## src/rtl/lsu_perf_monitor.sv

```systemverilog
// lsu_perf_monitor: passive per-channel OBI issue/stall/response/latency counters with registered readout
module lsu_perf_monitor #(
    parameter int NUM_CH          = 2,
    parameter int CNT_WIDTH       = 32,
    parameter int LAT_WIDTH       = 16,
    parameter int MAX_OUTSTANDING = 4
) (
    input  logic                                        clk_i,
    input  logic                                        rst_i,
    input  logic                                        en_i,
    input  logic                                        clr_i,
    input  logic [NUM_CH-1:0]                           req_i,
    input  logic [NUM_CH-1:0]                           gnt_i,
    input  logic [NUM_CH-1:0]                           we_i,
    input  logic [NUM_CH-1:0]                           rvalid_i,
    input  logic [(NUM_CH > 1 ? $clog2(NUM_CH) : 1)-1:0] rd_ch_i,
    input  logic [2:0]                                  rd_sel_i,
    output logic [CNT_WIDTH-1:0]                        rd_data_o,
    output logic [NUM_CH-1:0]                           ovf_o,
    output logic [NUM_CH-1:0]                           err_o
);
    localparam int PW = MAX_OUTSTANDING > 1 ? $clog2(MAX_OUTSTANDING) : 1;
    localparam int OW = $clog2(MAX_OUTSTANDING + 1);
    localparam int SW = CNT_WIDTH + LAT_WIDTH;

    // returns {clamped, saturated sum}
    function automatic logic [CNT_WIDTH:0] sat_add(input logic [CNT_WIDTH-1:0] a, input logic [LAT_WIDTH-1:0] b);
        logic [SW-1:0] s;
        s = SW'(a) + SW'(b);
        return (s > SW'({CNT_WIDTH{1'b1}})) ? {1'b1, {CNT_WIDTH{1'b1}}} : {1'b0, s[CNT_WIDTH-1:0]};
    endfunction

    // next-state view of every statistic, so a read reflects the cycle it was sampled in
    logic [CNT_WIDTH-1:0] stat_d [NUM_CH][8];

    for (genvar g = 0; g < NUM_CH; g++) begin : g_ch
        logic [LAT_WIDTH-1:0] age_q [MAX_OUTSTANDING];
        logic [LAT_WIDTH-1:0] age_d [MAX_OUTSTANDING];
        logic [PW-1:0]        wp_q, wp_d, rp_q, rp_d;
        logic [OW-1:0]        oc_q, oc_d;
        logic [CNT_WIDTH-1:0] cnt_q [6];
        logic [CNT_WIDTH-1:0] cnt_d [6];
        logic [CNT_WIDTH:0]   r [6];
        logic [LAT_WIDTH-1:0] max_q, max_d, head;
        logic                 ovf_q, ovf_d, err_q, err_d;
        logic                 iss, pop, push, rv_err, push_err, upd, any_ovf;

        always_comb begin
            iss      = req_i[g] & gnt_i[g];
            pop      = rvalid_i[g] && oc_q != '0;
            rv_err   = rvalid_i[g] && oc_q == '0;
            push_err = iss && oc_q == OW'(MAX_OUTSTANDING) && !pop;
            push     = iss && !push_err;
            head     = age_q[rp_q];
            for (int i = 0; i < MAX_OUTSTANDING; i++)
                age_d[i] = (OW'(PW'(PW'(i) - rp_q)) < oc_q && age_q[i] != '1) ? age_q[i] + LAT_WIDTH'(1) : age_q[i];
            if (push)
                age_d[wp_q] = LAT_WIDTH'(1);
            wp_d = push ? (MAX_OUTSTANDING == 1 ? '0 : PW'(wp_q + PW'(1))) : wp_q;
            rp_d = pop ? (MAX_OUTSTANDING == 1 ? '0 : PW'(rp_q + PW'(1))) : rp_q;
            oc_d = oc_q + OW'(push) - OW'(pop);
            upd  = en_i && !clr_i;
            r[0] = sat_add(cnt_q[0], LAT_WIDTH'(push));
            r[1] = sat_add(cnt_q[1], LAT_WIDTH'(push && !we_i[g]));
            r[2] = sat_add(cnt_q[2], LAT_WIDTH'(push && we_i[g]));
            r[3] = sat_add(cnt_q[3], LAT_WIDTH'(push || oc_q != '0));
            r[4] = sat_add(cnt_q[4], LAT_WIDTH'(pop));
            r[5] = sat_add(cnt_q[5], pop ? head : '0);
            any_ovf = 1'b0;
            for (int k = 0; k < 6; k++) begin
                cnt_d[k] = clr_i ? '0 : upd ? r[k][CNT_WIDTH-1:0] : cnt_q[k];
                any_ovf  = any_ovf | r[k][CNT_WIDTH];
            end
            max_d = clr_i ? '0 : (upd && pop && head > max_q) ? head : max_q;
            ovf_d = clr_i ? 1'b0 : ovf_q | (upd & any_ovf);
            err_d = clr_i ? 1'b0 : err_q | rv_err | push_err;
        end

        always_ff @(posedge clk_i) begin
            if (rst_i) begin
                for (int i = 0; i < MAX_OUTSTANDING; i++)
                    age_q[i] <= '0;
                for (int k = 0; k < 6; k++)
                    cnt_q[k] <= '0;
                wp_q  <= '0;
                rp_q  <= '0;
                oc_q  <= '0;
                max_q <= '0;
                ovf_q <= 1'b0;
                err_q <= 1'b0;
            end else begin
                age_q <= age_d;
                cnt_q <= cnt_d;
                wp_q  <= wp_d;
                rp_q  <= rp_d;
                oc_q  <= oc_d;
                max_q <= max_d;
                ovf_q <= ovf_d;
                err_q <= err_d;
            end
        end

        for (genvar k = 0; k < 6; k++) begin : g_stat
            assign stat_d[g][k] = cnt_d[k];
        end
        assign stat_d[g][6] = CNT_WIDTH'(max_d);
        assign stat_d[g][7] = CNT_WIDTH'(oc_d);
        assign ovf_o[g]     = ovf_q;
        assign err_o[g]     = err_q;
    end

    always_ff @(posedge clk_i) begin
        if (rst_i)
            rd_data_o <= '0;
        else
            rd_data_o <= (int'(rd_ch_i) < NUM_CH) ? stat_d[rd_ch_i][rd_sel_i] : '0;
    end
endmodule

```

## config.mk

```make
export PLATFORM = sky130hd
export DESIGN_NAME = lsu_perf_monitor
export DESIGN_NICKNAME = d
export VERILOG_FILES = /design/src/rtl/lsu_perf_monitor.sv
export SDC_FILE = /design/constraint.sdc
export NUM_CORES = 2
export LEC_CHECK = 0
export CAP_MARGIN = 30
export CORE_UTILIZATION = 50
export CTS_CLUSTER_SIZE = 25
export DETAILED_ROUTE_END_ITERATION = 10
export MAX_ROUTING_LAYER = met4
export PLACE_DENSITY = 0.67
export SYNTH_ARGS = -nofsm -noshare
export SYNTH_HDL_FRONTEND = slang
export SYNTH_SLANG_ARGS = --single-unit
```

## constraint.sdc

```tcl
create_clock -name clk_i -period 4.25 [get_ports clk_i]
set_input_delay 0.6375 -clock clk_i [delete_from_list [all_inputs] [get_ports clk_i]]
set_output_delay 0.6375 -clock clk_i [all_outputs]
set_load 0.03 [all_outputs]
```

==> impl_results.md <==
- Run status: complete, no violations
- Total standard cell area after synthesis: 38000 um2
- Die Area: 77100 um2
- Fin nets: 5631
- Vias: 43000
- GRT Residual Overflow: 0
- Part of the cycle the worst path needs: 0.979
- Final critical-path required period: 4160 ps
- Transition time of the tightest slew-check pin: 1090 ps
- Hold Crit Depth: 2
- Global-route wire length before repair: 252000 um
- Path depth of the worst reg2reg path: 16
- Gp weighted congestion: 1.11
- Number of placement rows: 100
- Area Growth Syn to Fin: 24.0%
- Final core area utilization: 0.630
- Max-slew violation count: 0
- Antenna violations before repair: 5
- Clock latency on the worst-skew pair: 650 ps
- Final wirelength: 172000 um
- Worst VDD drop: 0.375 mV
- Yosys warning total: 0
- Worst-path maximum fanout: 7
- Share of final-layout standard cells stronger than drive strength 1: 0.189
- Total count of hold-check failures in the final report: 0
- Number of H-tree levels: 3
- Reg clk slew, reported paths: 60 ps
- Antenna Nets Post-Route: 0
- Most frequent cells after synthesis: sky130_fd_sc_hd__nor2_1, sky130_fd_sc_hd__dfxtp_1, sky130_fd_sc_hd__nand2_1
- Sequential element share of the synthesized area: 0.313
- Placeable core area: 74800 um2
- Critical Path Source Type: primary input
- Final setup violation count: 0
- Post-synthesis cell type with the largest combined area: sky130_fd_sc_hd__dfxtp_1
- Die Height: 278 um
- Category of the most critical setup path: primary input to flip-flop
- Register bit total from synthesis: 594
- I/O pins: 52
- Global-route total usage across every layer: 0.445
- Die width: 278 um
- Clock root buffer: sky130_fd_sc_hd__clkbuf_16
- Pin count of the biggest net entering global routing: 107
- Leakage dissipation: 18.1 nW
- Number of buffers on the longest clock path: 3
- Non-Filler Cell Area, Final: 47100 um2
- HPWL after DPL: 128000 um
- TritonCTS Sinks: 594
- Non-filler instance count after layout: 6531
- CTS tree: done
- Crit path capture type: flip-flop
- Unrepaired setup endpoints after global routing: true
- Post-Place Cell Area: 44400 um2
- Number of maximum-capacitance violations: 0
- Initial cell density of the core: 0.508
- Max-slew headroom at the worst pin: 0.273
- Via count of the first global-routing pass: 39200
- Most common cell in the netlist: sky130_fd_sc_hd__nor2_1
- Most used flip-flop cell after synthesis: sky130_fd_sc_hd__dfxtp_1
- Max Clk Rate: 240 MHz
- Post-DR vias/cell: 6.59
- Cells taking the most area after synthesis: sky130_fd_sc_hd__dfxtp_1, sky130_fd_sc_hd__nor2_1, sky130_fd_sc_hd__nand2_1
- Post-Synthesis Net Count: 5070
- Share of the synthesized area in the top cell type: 0.313
- Final routed wire length divided by cell count: 26.4 um
- Post-synth EDFFs: 0
- Post-cts hold buffer count: 0
- Pwr Density: 333 nW/um2
- Num CTS Buffers: 71
- Endpoint required time on the critical path: 4820 ps
- Clock tree skew after final layout: 33.9 ps
- Buffers on Ports: 51
- Syn Inst Count: 4942
- Iteration-0 DRC count of the detailed router: 5206
- Count of unresolved DRC violations after routing: 0
- Average cell area after synthesis: 7.69 um2
- Synth cell types: 104
- Pre-Repair DR Iteration Count: 6
- Dpl cells: 6391
- CP arrival: 4730 ps
- Share of flip-flops with an asynchronous set or reset after synthesis: 0
- Type of the tightest min-delay check: primary input to flip-flop
-- cells by family (layout without fill, tap and decap cells) --
logic type / after synthesis / after routing / synth area share
compound gates: 1261 / 1261 / 0.225
other cells: 0 / 4 / 0
fa+ha+maj: 112 / 112 / 0.0377
mux: 136 / 136 / 0.0480
simple gates: 2244 / 2244 / 0.295
buf+inv: 442 / 1058 / 0.0460
flops: 594 / 594 / 0.313
xor+xnor: 153 / 153 / 0.0353
-- metal layers --
metal,up-vias,part of all wire,global-route usage
li1,19600,-,-
met1,20400,0.39,0.548
met2,2447,0.42,0.655
met3,595,0.10,0.0934
met4,0,0.084,0.298
met5,-,0,-
-- flip-flops by register name, summed over array words and instances (netlist names) --
register    count
g_ch.err_q      2
rd_data_o      32
g_ch.age_q    128
g_ch.wp_q       4
g_ch.cnt_q    384
g_ch.oc_q       6
g_ch.max_q     32
g_ch.rp_q       4
g_ch.ovf_q      2
-- critical path, cell delays in order --
cell	delay, ps
sky130_fd_sc_hd__clkdlybuf4s50_1	480
sky130_fd_sc_hd__nand2_1	60
sky130_fd_sc_hd__a31oi_1	180
sky130_fd_sc_hd__buf_4	220
sky130_fd_sc_hd__nor2b_1	170
sky130_fd_sc_hd__ha_2	230
sky130_fd_sc_hd__ha_1	190
sky130_fd_sc_hd__inv_1	60
sky130_fd_sc_hd__or4_4	600
sky130_fd_sc_hd__or4_4	630
sky130_fd_sc_hd__buf_4	180
sky130_fd_sc_hd__o21a_1	130
sky130_fd_sc_hd__o311ai_4	310
sky130_fd_sc_hd__a31oi_1	150
sky130_fd_sc_hd__a31oi_1	240
sky130_fd_sc_hd__o21ai_2	160
sky130_fd_sc_hd__o211ai_1	110
-- stage by stage --
step	total power [W]	setup WS (ps)	hold slack (ps)	TNS [ps]
2_1_floorplan	0.00777	-54.8	438	-54.8
3_3_place_gp	0.00906	-689	453	-11760
3_5_place_dp	0.00911	-688	461	-13170
4_1_cts	0.0156	5.54	387	0
5_1_grt	0.0161	-25.8	407	-57.7
6_report	0.0157	88.1	422	0
-- timing repair --
item / CTS / global route
gates resized for setup: 4 / 47
pin swaps: 1 / 3
hold endpoints to repair: 0 / 0
buffers inserted: 1 / 7
setup endpoints to repair: 6 / 31
-- path summary, 6_finish.rpt --
check / startpoint / to / slack, ps
worst min-delay path: rst_i / g_ch[0].cnt_q[166] / 420
worst max register to register: g_ch[1].oc_q[0] / rd_data_o[11] / 130
worst max-delay path: gnt_i[1] / rd_data_o[11] / 90
worst min register to register: g_ch[1].ovf_q / g_ch[1].ovf_q / 470
-- layout make-up --
type | instances | area, um2
diodes | 4 | 10.0
clock buffers | 98 | 2070
clock inverters | 30 | 380
fillers | 6741 | 27700
inverters | 130 | 490
multi-input cells | 3906 | 24700
flip-flops and latches | 594 | 11900
well taps | 969 | 1210
repair buffers | 800 | 6390
-- layout by cell type (no fill, tap or decap), drive strengths merged, types with 35 or more instances in the layout --
master,n
a21oi,293
mux2i,82
or3,59
nor2,704
clkbuf,98
mux4,35
o221ai,40
and2,157
o211ai,46
inv,134
and4,61
dfxtp,594
nor3,149
a311oi,54
xnor2,68
nand2,391
o21ai,227
nand3,238
buf,755
clkdlybuf4s50,45
xor2,85
nor4,88
a211oi,87
o21a,40
and3,131
a31oi,110
nand4,155
ha,108
-- report_power, final --
group          total, W  switching, W  internal, W
Sequential      0.00602      0.000258      0.00576
Clock           0.00655       0.00270      0.00385
Combinational   0.00310       0.00190      0.00121
No activity file was read; power rests on OpenSTA's default activity.
